**config.mk**
```make
export PLATFORM = sky130hd
export DESIGN_NAME = eth_tx_sequencer_flat
export DESIGN_NICKNAME = d
export VERILOG_FILES = /design/src/rtl/eth_tx_sequencer_if.sv /design/src/rtl/eth_tx_sequencer.sv /design/src/flat_wrapper.sv
export SDC_FILE = /design/constraint.sdc
export NUM_CORES = 1
export LEC_CHECK = 0
export ABC_AREA = 0
export ABC_CLOCK_PERIOD_IN_PS = 2800
export CAP_MARGIN = 20
export CORE_MARGIN = 5
export CORE_UTILIZATION = 50
export DETAILED_ROUTE_END_ITERATION = 8
export GPL_ROUTABILITY_DRIVEN = 0
export GPL_TIMING_DRIVEN = 0
export PLACE_DENSITY = 0.87
export SYNTH_ARGS = -nofsm -noshare
export SYNTH_HDL_FRONTEND = slang
export SYNTH_SLANG_ARGS = --single-unit
```
**constraint.sdc**
```tcl
create_clock -name clk -period 2.8 [get_ports clk]
set_input_delay 0.56 -clock clk [delete_from_list [all_inputs] [get_ports clk]]
set_output_delay 0.56 -clock clk [all_outputs]
set_load 0.01 [all_outputs]
```
**src/rtl/eth_tx_sequencer_if.sv**
```systemverilog
// Handshake and data bundle between the frame sequencer, the source arbiter,
// the CRC block and the GMII side.
interface eth_tx_sequencer_if;
    logic        start;
    logic        stop;
    logic        busy;
    logic        src_rd;
    logic [7:0]  src_data;
    logic        src_last;
    logic        crc_init;
    logic        crc_calc;
    logic        crc_shift;
    logic [7:0]  crc_byte;
    logic        tx_en;
    logic        tx_er;
    logic [7:0]  tx_data;
    logic [15:0] frm_cnt;
    logic [7:0]  err_cnt;

    // Environment side: arbiter, byte source, CRC block, GMII sink.
    modport master (
        output start, src_data, src_last, crc_byte,
        input  stop, busy, src_rd, crc_init, crc_calc, crc_shift,
               tx_en, tx_er, tx_data, frm_cnt, err_cnt
    );

    // Sequencer side.
    modport slave (
        input  start, src_data, src_last, crc_byte,
        output stop, busy, src_rd, crc_init, crc_calc, crc_shift,
               tx_en, tx_er, tx_data, frm_cnt, err_cnt
    );
endinterface

```
**src/rtl/eth_tx_sequencer.sv**
```systemverilog
// Ethernet TX frame sequencer: preamble/SFD, payload streaming, zero pad,
// FCS insertion, inter-frame gap, and good/truncated frame counters.
module eth_tx_sequencer #(
    parameter int IFG_BYTES = 12,
    parameter int MIN_LEN   = 60,
    parameter int MAX_LEN   = 1514
) (
    input  logic                  clk,
    input  logic                  rst_n,
    eth_tx_sequencer_if.slave     bus
);
    localparam int CW = $clog2(IFG_BYTES + 8);
    localparam logic [CW-1:0] PRE_END = CW'(6);
    localparam logic [CW-1:0] FCS_END = CW'(3);
    localparam logic [CW-1:0] IFG_END = CW'(IFG_BYTES - 1);
    localparam logic [10:0]   MIN_B   = 11'(MIN_LEN);
    localparam logic [10:0]   MAX_B   = 11'(MAX_LEN);

    typedef enum logic [3:0] {
        S_IDLE, S_PRE, S_SFD, S_DATA, S_PAD, S_FCS, S_ERR, S_IFG, S_DONE
    } state_t;

    state_t       state, state_nxt;
    logic [CW-1:0] ph_cnt;
    logic [10:0]  byte_cnt;
    logic [7:0]   data_q;
    logic         last_q;
    logic         bad_q;
    logic [15:0]  frm_q;
    logic [7:0]   err_q;

    always_ff @(posedge clk or negedge rst_n) begin
        if (!rst_n) state <= S_IDLE;
        else        state <= state_nxt;
    end

    always_comb begin
        state_nxt = state;
        case (state)
            S_IDLE: if (bus.start) state_nxt = S_PRE;
            S_PRE:  if (ph_cnt == PRE_END) state_nxt = S_SFD;
            S_SFD:  state_nxt = S_DATA;
            S_DATA: begin
                // last_q tags the byte on tx_data now; a clean last at MAX wins over truncation
                if (last_q)                state_nxt = (byte_cnt < MIN_B) ? S_PAD : S_FCS;
                else if (byte_cnt == MAX_B) state_nxt = S_ERR;
            end
            S_PAD:  if (byte_cnt == MIN_B) state_nxt = S_FCS;
            S_FCS:  if (ph_cnt == FCS_END) state_nxt = S_IFG;
            S_ERR:  state_nxt = S_IFG;
            S_IFG:  if (ph_cnt == IFG_END) state_nxt = S_DONE;
            S_DONE: state_nxt = S_IDLE;
            default: state_nxt = S_IDLE;
        endcase
    end

    always_comb begin
        bus.tx_en     = 1'b0;
        bus.tx_er     = 1'b0;
        bus.tx_data   = 8'h00;
        bus.src_rd    = 1'b0;
        bus.crc_init  = 1'b0;
        bus.crc_calc  = 1'b0;
        bus.crc_shift = 1'b0;
        case (state)
            S_PRE: begin
                bus.tx_en   = 1'b1;
                bus.tx_data = 8'h55;
                bus.src_rd  = (ph_cnt == PRE_END);
            end
            S_SFD: begin
                bus.tx_en    = 1'b1;
                bus.tx_data  = 8'hD5;
                bus.crc_init = 1'b1;
                bus.src_rd   = 1'b1;
            end
            S_DATA: begin
                bus.tx_en    = 1'b1;
                bus.tx_data  = data_q;
                bus.crc_calc = 1'b1;
                // reads run two cycles ahead, so the one extra read lands while byte N-1 is shown
                bus.src_rd   = !last_q && (byte_cnt != MAX_B);
            end
            S_PAD: begin
                bus.tx_en    = 1'b1;
                bus.crc_calc = 1'b1;
            end
            S_FCS: begin
                bus.tx_en     = 1'b1;
                bus.tx_data   = bus.crc_byte;
                bus.crc_shift = 1'b1;
            end
            S_ERR: begin
                bus.tx_en = 1'b1;
                bus.tx_er = 1'b1;
            end
            default: ;
        endcase
    end

    assign bus.busy    = (state != S_IDLE);
    assign bus.stop    = (state == S_DONE);
    assign bus.frm_cnt = frm_q;
    assign bus.err_cnt = err_q;

    always_ff @(posedge clk or negedge rst_n) begin
        if (!rst_n) begin
            ph_cnt   <= '0;
            byte_cnt <= '0;
            data_q   <= '0;
            last_q   <= 1'b0;
            bad_q    <= 1'b0;
            frm_q    <= '0;
            err_q    <= '0;
        end else begin
            data_q <= bus.src_data;
            last_q <= bus.src_last;
            ph_cnt <= (state_nxt != state) ? '0 : ph_cnt + 1'b1;
            if (state == S_SFD)
                byte_cnt <= 11'd1;
            else if (state == S_DATA || state == S_PAD)
                byte_cnt <= byte_cnt + 11'd1;
            if (state == S_IDLE)     bad_q <= 1'b0;
            else if (state == S_ERR) bad_q <= 1'b1;
            if (state == S_ERR && err_q != 8'hFF) err_q <= err_q + 8'd1;
            if (state == S_DONE && !bad_q)        frm_q <= frm_q + 16'd1;
        end
    end
endmodule

```
**src/flat_wrapper.sv**
```systemverilog
// flat-port wrapper written by rule: the top's interface ports become plain ports
module eth_tx_sequencer_flat 
#(
    parameter int IFG_BYTES = 12,
    parameter int MIN_LEN   = 60,
    parameter int MAX_LEN   = 1514
)
  (clk, rst_n, bus_start, bus_src_data, bus_src_last, bus_crc_byte, bus_stop, bus_busy, bus_src_rd, bus_crc_init, bus_crc_calc, bus_crc_shift, bus_tx_en, bus_tx_er, bus_tx_data, bus_frm_cnt, bus_err_cnt);
  eth_tx_sequencer_if bus_i ();
  input  logic clk;
  input  logic rst_n;
  input wire logic [$bits(bus_i.start)-1:0] bus_start;
  input wire logic [$bits(bus_i.src_data)-1:0] bus_src_data;
  input wire logic [$bits(bus_i.src_last)-1:0] bus_src_last;
  input wire logic [$bits(bus_i.crc_byte)-1:0] bus_crc_byte;
  output wire logic [$bits(bus_i.stop)-1:0] bus_stop;
  output wire logic [$bits(bus_i.busy)-1:0] bus_busy;
  output wire logic [$bits(bus_i.src_rd)-1:0] bus_src_rd;
  output wire logic [$bits(bus_i.crc_init)-1:0] bus_crc_init;
  output wire logic [$bits(bus_i.crc_calc)-1:0] bus_crc_calc;
  output wire logic [$bits(bus_i.crc_shift)-1:0] bus_crc_shift;
  output wire logic [$bits(bus_i.tx_en)-1:0] bus_tx_en;
  output wire logic [$bits(bus_i.tx_er)-1:0] bus_tx_er;
  output wire logic [$bits(bus_i.tx_data)-1:0] bus_tx_data;
  output wire logic [$bits(bus_i.frm_cnt)-1:0] bus_frm_cnt;
  output wire logic [$bits(bus_i.err_cnt)-1:0] bus_err_cnt;
  assign bus_i.start = bus_start;
  assign bus_i.src_data = bus_src_data;
  assign bus_i.src_last = bus_src_last;
  assign bus_i.crc_byte = bus_crc_byte;
  assign bus_stop = bus_i.stop;
  assign bus_busy = bus_i.busy;
  assign bus_src_rd = bus_i.src_rd;
  assign bus_crc_init = bus_i.crc_init;
  assign bus_crc_calc = bus_i.crc_calc;
  assign bus_crc_shift = bus_i.crc_shift;
  assign bus_tx_en = bus_i.tx_en;
  assign bus_tx_er = bus_i.tx_er;
  assign bus_tx_data = bus_i.tx_data;
  assign bus_frm_cnt = bus_i.frm_cnt;
  assign bus_err_cnt = bus_i.err_cnt;
  eth_tx_sequencer #(.IFG_BYTES(IFG_BYTES), .MIN_LEN(MIN_LEN), .MAX_LEN(MAX_LEN)) u_core (.clk(clk), .rst_n(rst_n), .bus(bus_i));
endmodule
```
Word level (Yosys, flattened, before mapping)
Index checks and enable logic that the tools add are counted.
{ "word_totals": {"regBits": 54, "inputBits": 20, "elab_cells": 62, "out_inout_bits": 40} }
{ "classes": {"n_lt_le_gt_ge": 1, "n_reduce_logical": 12, "eq_ne": 16, "muxes": 21, "add_sub_neg": 4} }
{ "ops": {"columns": ["operator", "count"], "rows": [
  ["$pmux W4 S8", 1],
  ["$pmux W8 S4", 1],
  ["$mux W4", 7],
  ["$mux W11", 2],
  ["$add A16 B1 Y16 const B", 1],
  ["$eq A4 B3 Y1 const B", 4],
  ["$add A11 B1 Y11 const B", 1],
  ["$eq A11 B11 Y1 const B", 1],
  ["$eq A11 B6 Y1 const B", 1],
  ["$lt A11 B6 Y1 const B", 1],
  ["$ne A11 B11 Y1 const B", 1],
  ["$add A8 B1 Y8 const B", 1],
  ["$eq A4 B2 Y1 const B", 2],
  ["$mux W1", 8],
  ["$ne A8 B8 Y1 const B", 1],
  ["$reduce_or A6 Y1", 1],
  ["$add A5 B1 Y5 const B", 1],
  ["$eq A5 B2 Y1 const B", 1],
  ["$eq A5 B3 Y1 const B", 1],
  ["$eq A5 B4 Y1 const B", 1],
  ["$mux W5", 1],
  ["$eq A4 B1 Y1 const B", 1],
  ["$eq A4 B4 Y1 const B", 1],
  ["$logic_not A4 Y1", 1],
  ["8 further kinds", 12]
]} }

Logic depth before layout (Yosys ltp)
{ "depth": {"depth_word": 6, "depth_mapped": 7, "ltp_nobuf": 7} }

Worst setup path after synthesis
OpenSTA, ideal clock, no wires.
{ "synth_timing": {"kind": "register to output", "from": "register u_core.state[1]", "to": "output bus_tx_data[7]", "n_path_buf": 1, "slack_ns": 0.549, "t_arrival_ns": 1.691, "path_stages_with_launch": 4, "required_ns": 2.240, "path_cell_list": "dfrtp_1 > buf_6 > nor4_1 > a221o_1"} }
{ "synth_via": {"elab_chain_len": 2, "word_cells_on_any_way": 5, "classes_between": "4 x eq/ne; 1 x mux"} }
{ "synth_lines": {"columns": ["item", "line", "rtl"], "rows": [
  ["start: declaration", "eth_tx_sequencer.sv:23", "state_t state, state_nxt;"],
  ["start signal: assignment", "eth_tx_sequencer.sv:34", "else state <= state_nxt;"],
  ["$eq A4 B3 Y1 (tied with other cells)", "eth_tx_sequencer.sv:65", "case (state)"],
  ["$pmux W8 S4 *", "eth_tx_sequencer.sv:65", null],
  ["end: declaration", "flat_wrapper.sv:24", "output wire logic [$bits(bus_i.tx_data)-1:0] bus_tx_data;"]
]} }
Mark *: on every way between the ends. The rest lies on a longest branch, timed or not.

Final worst setup path
{ "layout_timing": {"from": "register u_core.state[2]", "to": "output bus_tx_data[7]"} }
The elaborated chain is that of the path after synthesis.

==> metrics.md <==
| Metric | Value |
|---|---|
| Outcome | completed |
| Diode count | 0 |
| Full die area | 0.00702 mm^2 |
| Routed wire per std cell | around 16 um |
| Antenna-violating nets left | 0 |
| Register area share after synthesis | 49.7% |
| Row Count | 26 |
| Int Pwr | 1.76 mW |
| Share of layout cells above drive strength 1 | 13.7% |
| Final worst slack | 78.5 ps |
| Power Dens Cells | 757 mW/mm^2 |
| Fillers | 386 |
| Critical Path, Cell by Cell | buf_2 > nor4b_4 > buf_4 > a221o_1 > clkdlybuf4s50_1 |
| CP Class | flip-flop to output pin |
| Vias in the first global route | 2,210 |
| Pwr Total | about 2.7 mW |
| Placement Setup Slack | -155 ps |
| Critical path peak fanout | 10 |
| Seq pwr share | 38.6% |
| Synth Register Bits | 54 |
| Dominant cells by area after synthesis | dfrtp_1 (50%), xnor2_1 (5.5%), xor2_1 (5.5%), nand3_1 (3.3%), ha_1 (3.2%) |
| Leakage power | 1.61 nW |
| Height of the die | 83.8 um |
| Comb power frac | 41.8% |
| Yosys Warn Count | 0 |
| Number of flops mapped to enable cells by yosys | 0 |
| Largest net degree at the start of global routing | 38 |
| Slowest cell on the critical path | clkdlybuf4s50_1 |
| Max Cap Viol | 0 |
| Detail Placement HPWL | ~4400 um |
| Initial Util | 52.3% |
| Peak VDD IR | around 500 uV |
| Slowest Stage Delay on Critical Path | 530 ps |
| Layout area overhead | 32.8% |
| Die X | 83.8 um |
| Commonest non-fill, non-tap cell in the layout | clkdlybuf4s50_1 |
| Net Sw Power | 0.973 mW |
| Post-Synthesis Cells | 251 |
| Mapped cell area | about 0.0027 mm^2 |
| Worst Path Arrival | 2160 ps |
| TritonCTS buffer count | 5 |
| Syn_area_per_cell | 10.8 um^2 |
| DRT Pass-1 Iters | 4 |
| Fin. Hold Viols | 0 |
| H-tree depth | 2 |
| Gr usage total | 18.3% |
| Final setup vio count | 0 |
| CTS Buffer Depth | 2 |
| CTS tree | yes |
| CP required | roughly 2200 ps |
| WL final | 6270 um |
| Hold_buf cts | 0 |
| Predominant post-synthesis flop cell | dfrtp_1 |
| Initial DRC Count | 165 |
| Rel. slew slack | 61.0% |
| Clock net sink count | 54 |
| Global-route wire length before repair | 10,500 um |
| CP Capture Type | output pin |
| Worst Setup Start Kind | flip-flop |
| Clock transition at path regs | 100 ps |
| Fin util | 69.4% |
| Yosys cell types | between 50 and 60 |
| # IOs | 60 |
| Via count | 2,222 |
| Switching share of power | 35.6% |
| Fin crit period | 2720 ps |
| Clk root buf | clkbuf_8 |
| Final Skew | 9.17 ps |
| Hold WC Path Type | input pin to async pin |
| Clk pwr share | 19.6% |
| Ys async rst share | 100% |
| Most frequent cells in the layout | clkdlybuf4s50_1 (55), dfrtp_1 (52), nand3_1 (18) |
| Vias per std cell | about 5.7 |
| FMAX | roughly 0.37 GHz |
| I/O Buffers | 59 |
| Mapped Nets | approximately 280 |
| Core Box Area | roughly 0.0052 mm^2 |
| Initial antenna violation count | 0 |
| GRT Residual Overflow | 0 |
| Slew @ Worst Pin | 581 ps |
| Layout Nets | 348 |
| Hold WS | 171 ps |
| Post-synth top area share | slightly below 50% |
| Drt drc | 0 |
| Crit share post-route | 97.2% |
| Yosys top cell by area | dfrtp_1 |
| Skew-Pair Late Insertion Delay | around 320 ps |
| Slew Viols, Final | 0 |
-- synth_stat cells (2+ instances only) --
cell       n
xor2_1    17
a22o_1     3
xnor2_1   17
nor2_1    18
and3_1     3
o221a_2    4
o21a_1     4
o211ai_1   2
inv_1      9
nor4b_1    3
nand2b_1   4
nor3_1     8
buf_6      4
mux2_2     2
nand2_1   17
and4_1     2
ha_1       7
nand4_1    3
or2_2      2
a41oi_1    2
and4b_1    2
nand3_1   18
a21oi_1    6
dfrtp_1   54
clkbuf_1   5
a211oi_1   9
nor4bb_1   2
-- cells by family (layout without fill, tap and decap cells) --
family                   Yosys count  count (layout)  share of synthesized area, %
AND/OR/NAND/NOR                   93              93                          19.0
flip-flops                        54              54                          49.7
AO/OA/AOI/OAI                     42              42                          12.6
XOR/XNOR                          34              34                          10.9
buffers and inverters             19              90                          3.77
adder cells (fa/ha/maj)            7               7                          3.22
multiplexers                       2               2                         0.828
-- registers in the layout, indices dropped and copies added, names as in the netlist --
| name | flops |
|---|---|
| u_core.byte_cnt | 11 |
| u_core.last_q | 1 |
| u_core.bus.err_cnt | 8 |
| u_core.data_q | 8 |
| u_core.bad_q | 1 |
| u_core.ph_cnt | 5 |
| u_core.state | 4 |
| u_core.bus.frm_cnt | 16 |
-- path summary, 6_finish.rpt --
path                                        start                      to  slack, ps  depth (start not counted)
max reg2reg                       u_core.state[1]  u_core.bus.frm_cnt[10]        580                          6
min reg2reg                u_core.bus.frm_cnt[15]  u_core.bus.frm_cnt[15]        480                          1
min in group clk           u_core.bus.frm_cnt[15]  u_core.bus.frm_cnt[15]        480                          1
max                               u_core.state[2]          bus_tx_data[7]         80                          5
max in group asynchronous                   rst_n         u_core.state[2]       2090                          2
min                                         rst_n        u_core.ph_cnt[3]        170                          1
-- metal layers --
metal | routed length [um] | vias up | GRT usage, %
met1 | 2730 | 1085 | 24.5
met3 | 428 | 12 | 5.33
li1 | - | 1047 | -
met4 | 140 | 0 | 7.16
met5 | 0 | - | 0
met2 | 2970 | 78 | 28.1
-- worst max-delay path: cells and delay by family (launching register included) --
kind / cells / cell delay, ps
DFF: 1 / 470
AOI/OAI and AO/OA: 1 / 100
and+or+nand+nor: 1 / 360
buffers and inverters: 3 / 920
-- per-stage QoR --
stage | instances | TNS [ps] | instance area (um^2)
final | 392 | 0 | 3610
after global routing | 392 | -6.82 | 3610
after CTS | 390 | 0 | 3570
after detailed placement | 382 | -155 | 3420
after global placement | 380 | -24130 | 3400
after floorplan | 251 | 0 | 2720
-- final cells by class --
class / instances / area (um^2) / share of cell area [%]
Buffer: 10 / 77.6 / 2.15
Clock buffer: 5 / 68.8 / 1.90
Clock inverter: 3 / 47.5 / 1.32
Inverter: 9 / 33.8 / 0.935
Multi-Input combinational cell: 178 / 1310 / 36.3
Sequential cell: 54 / 1350 / 37.5
Tap cell: 70 / 87.6 / 2.42
Timing Repair Buffer: 63 / 633 / 17.5
-- power by group through the flow --
stage / sequential [mW] / clock, mW / combinational, mW
2_1_floorplan: 1.04 / 0 / 0.641
3_3_place_gp: 1.06 / 0 / 1.02
3_5_place_dp: 1.06 / 0 / 1.06
4_1_cts: 1.05 / 0.551 / 1.10
5_1_grt: 1.08 / 0.581 / 1.25
6_report: 1.05 / 0.537 / 1.14
-- what timing repair did --
item	CTS	global route
pin swaps	1	4
buffers inserted	0	2
endpoints found under the setup margin	8	12
gates resized for setup	10	15
(Power assumes the default switching activity.)
